--- config.mk ---
export PLATFORM = sky130hd
export DESIGN_NAME = ring_rand_param
export DESIGN_NICKNAME = d
export VERILOG_FILES = /design/src/rtl/ring_rand_param.sv
export SDC_FILE = /design/constraint.sdc
export NUM_CORES = 1
export LEC_CHECK = 0
export ABC_AREA = 1
export BUFFER_PORTS_ARGS = -buffer_cell sky130_fd_sc_hd__buf_2
export CORE_MARGIN = 1.5
export CORE_UTILIZATION = 60
export DETAILED_ROUTE_END_ITERATION = 6
export MAX_ROUTING_LAYER = met4
export PLACE_DENSITY = 0.72
export SETUP_SLACK_MARGIN = 0.3
export SYNTH_ARGS = -nofsm -noshare
export SYNTH_HDL_FRONTEND = slang
export SYNTH_SLANG_ARGS = --single-unit
--- constraint.sdc ---
create_clock -name clk -period 6.3 [get_ports clk]
set_clock_uncertainty 0.05 [all_clocks]
set_input_delay 0.315 -clock clk [delete_from_list [all_inputs] [get_ports clk]]
set_output_delay 0.315 -clock clk [all_outputs]
set_load 0.005 [all_outputs]
--- src/rtl/ring_rand_param.sv ---
// Parametrised ring buffer: cyclic prefetched stream plus an independent random-read port over one dual-port RAM.
// Optional macro RING_INDEX_EN adds the 'index' output (RAM address of the word on dout).
module ring_rand_param #(
    parameter int DATA_W   = 4,
    parameter int ADDR_W   = 7,
    parameter int RD_LAT   = 2,  // 1 or 2
    parameter int PF_DEPTH = 3   // >= 2
) (
    input  logic              clk,
    input  logic              rst_n,
    input  logic              clr,
    input  logic [DATA_W-1:0] din,
    input  logic              wr_en,
    output logic              full,
    output logic [ADDR_W:0]   count,
    output logic [DATA_W-1:0] dout,
    output logic              ready,
    input  logic              rd_en,
    input  logic [ADDR_W-1:0] rand_rd_addr,
    input  logic              rand_rd_en,
    output logic              rand_rd_ready,
    output logic              rand_rd_valid,
    output logic [DATA_W-1:0] rand_dout
`ifdef RING_INDEX_EN
    ,
    output logic [ADDR_W-1:0] index
`endif
);

    localparam int DEPTH = 1 << ADDR_W;
    localparam int CW    = $clog2(PF_DEPTH + 1) + 1;

    logic [DATA_W-1:0] mem    [DEPTH];
    logic [DATA_W-1:0] pipe_d [RD_LAT];
    logic [DATA_W-1:0] q      [PF_DEPTH];
    logic [DATA_W-1:0] q_shift[PF_DEPTH];

    logic [ADDR_W:0]   count_r;
    logic [ADDR_W-1:0] rd_ptr, ptr_next, raddr;
    logic [RD_LAT-1:0] str_v, rnd_v;
    logic [CW-1:0]     occ, used, slot;
    logic              rand_busy;
    logic              wr_acc, flush, pop, push, rand_fire, str_issue;

    assign count  = count_r;
    assign full   = (count_r == (ADDR_W+1)'(DEPTH));
    assign wr_acc = wr_en & ~full & ~clr;
    assign flush  = clr | wr_acc;

    assign ready = (occ != '0);
    assign dout  = ready ? q[0] : '0;
    assign pop   = rd_en & ready & ~flush;
    assign slot  = occ - CW'(pop);
    assign push  = str_v[RD_LAT-1] & ~flush;

    assign rand_rd_ready = ~rand_busy;
    assign rand_fire     = rand_rd_en & ~rand_busy;

    // Credit check counts the slot freed by a same-cycle pop so a full queue streams 1 word/cycle.
    assign used      = occ + CW'($countones(str_v)) - CW'(pop);
    assign str_issue = ~rand_fire & ~flush & (count_r != '0) & (used < CW'(PF_DEPTH));
    assign raddr     = rand_fire ? rand_rd_addr : rd_ptr;
    assign ptr_next  = ({1'b0, rd_ptr} == count_r - (ADDR_W+1)'(1)) ? '0 : rd_ptr + ADDR_W'(1);

    always_comb begin
        // NOTE: every comb output gets a default first so no latch is inferred.
        for (int i = 0; i < PF_DEPTH; i++) q_shift[i] = q[i];
        for (int i = 0; i < PF_DEPTH - 1; i++) q_shift[i] = q[i+1];
    end

    always_ff @(posedge clk or negedge rst_n) begin
        if (!rst_n) begin
            count_r       <= '0;
            rd_ptr        <= '0;
            occ           <= '0;
            str_v         <= '0;
            rnd_v         <= '0;
            rand_busy     <= 1'b0;
            rand_rd_valid <= 1'b0;
            rand_dout     <= '0;
        end else begin
            if (clr)         count_r <= '0;
            else if (wr_acc) count_r <= count_r + (ADDR_W+1)'(1);

            if (flush)          rd_ptr <= '0;
            else if (str_issue) rd_ptr <= ptr_next;

            if (flush) occ <= '0;
            else       occ <= slot + CW'(push);

            // Flush drops in-flight stream reads; random reads always complete.
            str_v[0] <= str_issue;
            rnd_v[0] <= rand_fire;
            for (int i = 1; i < RD_LAT; i++) begin
                str_v[i] <= str_v[i-1] & ~flush;
                rnd_v[i] <= rnd_v[i-1];
            end

            if (rand_fire)              rand_busy <= 1'b1;
            else if (rnd_v[RD_LAT-1])   rand_busy <= 1'b0;
            rand_rd_valid <= rnd_v[RD_LAT-1];
            if (rnd_v[RD_LAT-1]) rand_dout <= pipe_d[RD_LAT-1];
        end
    end

    // NOTE: RAM, read pipeline data and queue slots carry no reset; the reset flags above qualify them.
    always_ff @(posedge clk) begin
        if (wr_acc) mem[count_r[ADDR_W-1:0]] <= din;
        pipe_d[0] <= mem[raddr];
        for (int i = 1; i < RD_LAT; i++) pipe_d[i] <= pipe_d[i-1];
        for (int i = 0; i < PF_DEPTH; i++) begin
            if (push && slot == CW'(i)) q[i] <= pipe_d[RD_LAT-1];
            else if (pop)               q[i] <= q_shift[i];
        end
    end

`ifdef RING_INDEX_EN
    logic [ADDR_W-1:0] head_idx;

    always_ff @(posedge clk or negedge rst_n) begin
        if (!rst_n)     head_idx <= '0;
        else if (flush) head_idx <= '0;
        else if (pop)   head_idx <= ({1'b0, head_idx} == count_r - (ADDR_W+1)'(1)) ? '0
                                                                           : head_idx + ADDR_W'(1);
    end

    assign index = ready ? head_idx : '0;
`endif

endmodule

==> flow_summary_export.csv <==
group,metric,value,unit
critical_path,endpoint_kind,"flip-flop",
critical_path,arrival,4.28,ns
cts,clock_latency,0.62,ns
global_route,grt_pass1_wl,91200,um
power,ir_worst_vdd,0.261,mV
sta,slew-limit-headroom,0.297,
power,seqPwrFrac,0.465,
power,netSwitchingFraction,0.276,
cts,cts_resized,0,
place,gp_congestion,0.909,
power,p_leak,11.8,nW
drt,post_drt_wl_per_cell,18.6,um
final_layout,antenna_cells,0,
cts,htreeDepth,2,
floorplan,rows,75,
final_layout,multi_input_area,6240,sq um
cts,cts_made_buffers,57,
critical_path,critical_path_class,"flip-flop to flip-flop",
power,power.switching,2.46,mW
critical_path,cpPeakStageDelay,0.47,ns
cts,post_cts_buffers,0,
floorplan,coreArea,41800,sq um
drt,wl,58700,um
cts,clk_pin_slew,0.07,ns
sta,finalSetupTns,0,ns
power,power.density,321,nW/um^2
final_layout,fill_cells,3143,
final_layout,regArea,16600,sq um
synthesis,yosysSeqAreaShare,0.655,
status,status,"finished, final reports clean",
drt,vias_per_cell,5.49,
run,drv_cap,0,
sta,hold_viol_final,0,
power,p_int,6.46,mW
sta,worst_pin_slew,1.05,ns
floorplan,die_w,208,um
synthesis,yosys_warnings,0,
global_route,antenna_found_initial,0,
global_route,grt_max_degree,169,
critical_path,cp_slowest_cell,"dfrtp_1",
sta,min_period_over_period,0.612,
critical_path,cp_data_required_time,6.73,ns
critical_path,crit_fanout,10,
floorplan,die_area,43500,sq um
synthesis,synth_area_per_cell,9.87,sq um
global_route,grt_pass1_vias,16900,
sta,max_clock_freq,260,MHz
power,clkPwrFrac,0.375,
sta,slew_viol_final,0,
cts,root_buffer,"clkbuf_16",
place,portBuffers,36,
drt,first_pass_iters,6,
drt,ant_nets,0,
critical_path,cp-start-kind,"flip-flop",
floorplan,die_height,208,um
power,p_total,8.91,mW
power,combPwrFrac,0.161,
critical_path,cpMostUsedCell,"inv_2",
global_route,track_usage,0.284,
critical_path,crit_chain,"inv_2, ha_1, nand2_2, nor2_2, nand3_2, nand2_2, nand2_4, inv_2, nand3_2, inv_2, ha_1, fa_1, inv_1, fa_1, inv_1, o2111ai_1, nand2_1, nand2_1, xor2_1, nor2_1",
drt,drtIter0Drc,1828,
global_route,grt_overflow,0,
sta,holdWs,0.0387,ns
cts,clock_path_buffers,3,
critical_path,r2r_cells,20,
cts,cts_tree,"yes",
final_layout,syn_to_final_growth,9.53,%
drt,drc_errors,0,
sta,finalSetupViolations,0,
cts,cts_sinks,560,
floorplan,start_util,0.607,
drt,num_vias,17300,
sta,min_period,3.85,ns
synthesis,synthCells,2567,
final_layout,finish.utilization,0.664,
sta,rsz0062_at_grt,"no",
synthesis,synth_fp_nets,2594,
floorplan,ios,37,
final_layout,fin_nets,2595,
synthesis,synthesis.area,25300,sq um
min_path,min_path_type,"primary input to flip-flop",
min_path,whs_path_depth,4,
place,placed_area,25900,sq um
synthesis,ys_ff_latch,560,
final_layout,drive_above_1_share,0.0669,
final_layout,fin_area,27700,sq um
place,hpwl,35000,um
synthesis,ys_types,36,
==> power groups by stage <==
stage	sequential, mW	combinational (mW)	clock [mW]
final	4.14	1.43	3.34
after global routing	4.14	1.59	3.52
after CTS	4.14	1.42	3.37
after detailed placement	4.22	1.41	0
after global placement	4.22	1.38	0
after floorplan	4.20	1.03	0
==> repair_timing <==
item                       4_1_cts  5_1_grt
setup endpoints to repair        0        0
hold buffers                     1        0
hold endpoints to repair        28        0
==> cells by family (layout without fill, tap and decap cells) <==
kind of cell	after synthesis	after routing	share of synthesized area
and+or+nand+nor	1296	1296	0.221
buffers and inverters	644	694	0.101
xor gates and xnor gates	15	15	0.00519
muxes	12	12	0.00533
adders and majority gates	10	10	0.00553
AOI/OAI and AO/OA	30	30	0.00667
DFF	560	560	0.655
==> sequential cells by signal, summed over array words and instances, names as in the netlist <==
| register | flops |
|---|---|
| mem | 512 |
| q | 12 |
| count | 8 |
| pipe_d | 8 |
| rd_ptr | 7 |
| rand_dout | 4 |
| occ | 3 |
| rnd_v | 2 |
| str_v | 2 |
| rand_busy | 1 |
| rand_rd_valid | 1 |
==> final cells by class <==
cell class                      count  share of cell area
Clock inverter                     36              0.0117
Tap cell                          539              0.0243
Multi-Input combinational cell   1363               0.225
Inverter                          526              0.0713
Sequential cell                   560               0.598
Timing Repair Buffer               60              0.0144
Clock buffer                       72              0.0550
==> per-layer routing <==
| metal | part of all wire | GRT usage | vias to the layer above |
|---|---|---|---|
| li1 | - | - | 8292 |
| met1 | 0.40 | 0.367 | 8156 |
| met2 | 0.48 | 0.455 | 701 |
| met3 | 0.083 | 0.0408 | 164 |
| met4 | 0.038 | 0.122 | 0 |
| met5 | 0 | - | - |
==> synth_stat cells <==
master | number | area [sq um]
edfxtp_1 | 524 | 15700
a21oi_1 | 7 | 35.0
o21ai_0 | 13 | 65.1
nand2_2 | 9 | 56.3
clkinv_4 | 1 | 8.76
nor3_1 | 7 | 35.0
xor2_1 | 11 | 96.3
a22oi_1 | 1 | 7.51
inv_1 | 519 | 1950
buf_4 | 3 | 22.5
buf_2 | 89 | 445
mux2_1 | 8 | 90.1
dfrtp_1 | 28 | 701
nand4_1 | 7 | 43.8
xnor2_1 | 4 | 35.0
nand2_4 | 1 | 11.3
nand3_1 | 524 | 2620
o21ai_1 | 3 | 15.0
ha_1 | 8 | 100
dfxtp_1 | 8 | 160
and3_1 | 3 | 18.8
nand2_1 | 585 | 2200
clkbuf_1 | 16 | 60.1
or2_2 | 1 | 6.26
nor2_1 | 154 | 578
inv_2 | 6 | 22.5
nor2_2 | 3 | 18.8
o2111ai_1 | 1 | 8.76
o22ai_1 | 2 | 12.5
a211oi_1 | 1 | 7.51
buf_6 | 1 | 11.3
nand3_2 | 2 | 20.0
buf_1 | 9 | 33.8
o21ai_2 | 2 | 17.5
fa_1 | 2 | 40.0
mux2_2 | 4 | 45.0
==> final timing paths <==
kind	start	endpoint	slack (ns)
max in group asynchronous	rst_n	str_v[1]$_DFF_PN0_	5.54
min reg2reg	pipe_d[0][1]$_DFF_P_	pipe_d[0][5]$_DFF_P_	0.28
max reg2reg	count[0]$_DFFE_PN0P_	rd_ptr[6]$_DFFE_PN0P_	2.45
min in group asynchronous	rst_n	count[4]$_DFFE_PN0P_	0.22
max	count[0]$_DFFE_PN0P_	rd_ptr[6]$_DFFE_PN0P_	2.45
min	clr	count[6]$_DFFE_PN0P_	0.04
==> placed cells by master (no fill, tap or decap), drive strengths merged <==
cell type	Yosys	routed
bufinv	0	6
o22ai	2	2
o2111ai	1	1
a21oi	7	7
nand3	526	526
o21ai	18	18
and3	3	3
nor2	157	157
xor2	11	11
xnor2	4	4
clkinvlp	0	2
dlygate4sd3	0	1
buf	102	59
ha	8	8
edfxtp	524	524
mux2	12	12
fa	2	2
a211oi	1	1
nand4	7	7
clkinv	1	28
dfxtp	8	8
nand2	595	595
dfrtp	28	28
nor3	7	7
clkbuf	16	72
inv	525	526
or2	1	1
a22oi	1	1
==> stage by stage <==
stage / setup WS, ns / cells
floorplan: 2.87 / 2567
global placement: 2.55 / 3047
detailed placement: 2.42 / 3047
CTS: 2.44 / 3156
global route: 2.03 / 3156
finish: 2.45 / 3156
==> critical path, delay by kind of cell (launching register included) <==
family | cells | cell delay (ns)
DFF | 1 | 0.47
and+or+nand+nor | 9 | 1.12
AOI/OAI and AO/OA | 1 | 0.17
xor gates and xnor gates | 1 | 0.14
adders and majority gates | 4 | 1.23
buffers and inverters | 5 | 0.54
Power figures use the tool's default switching activity.
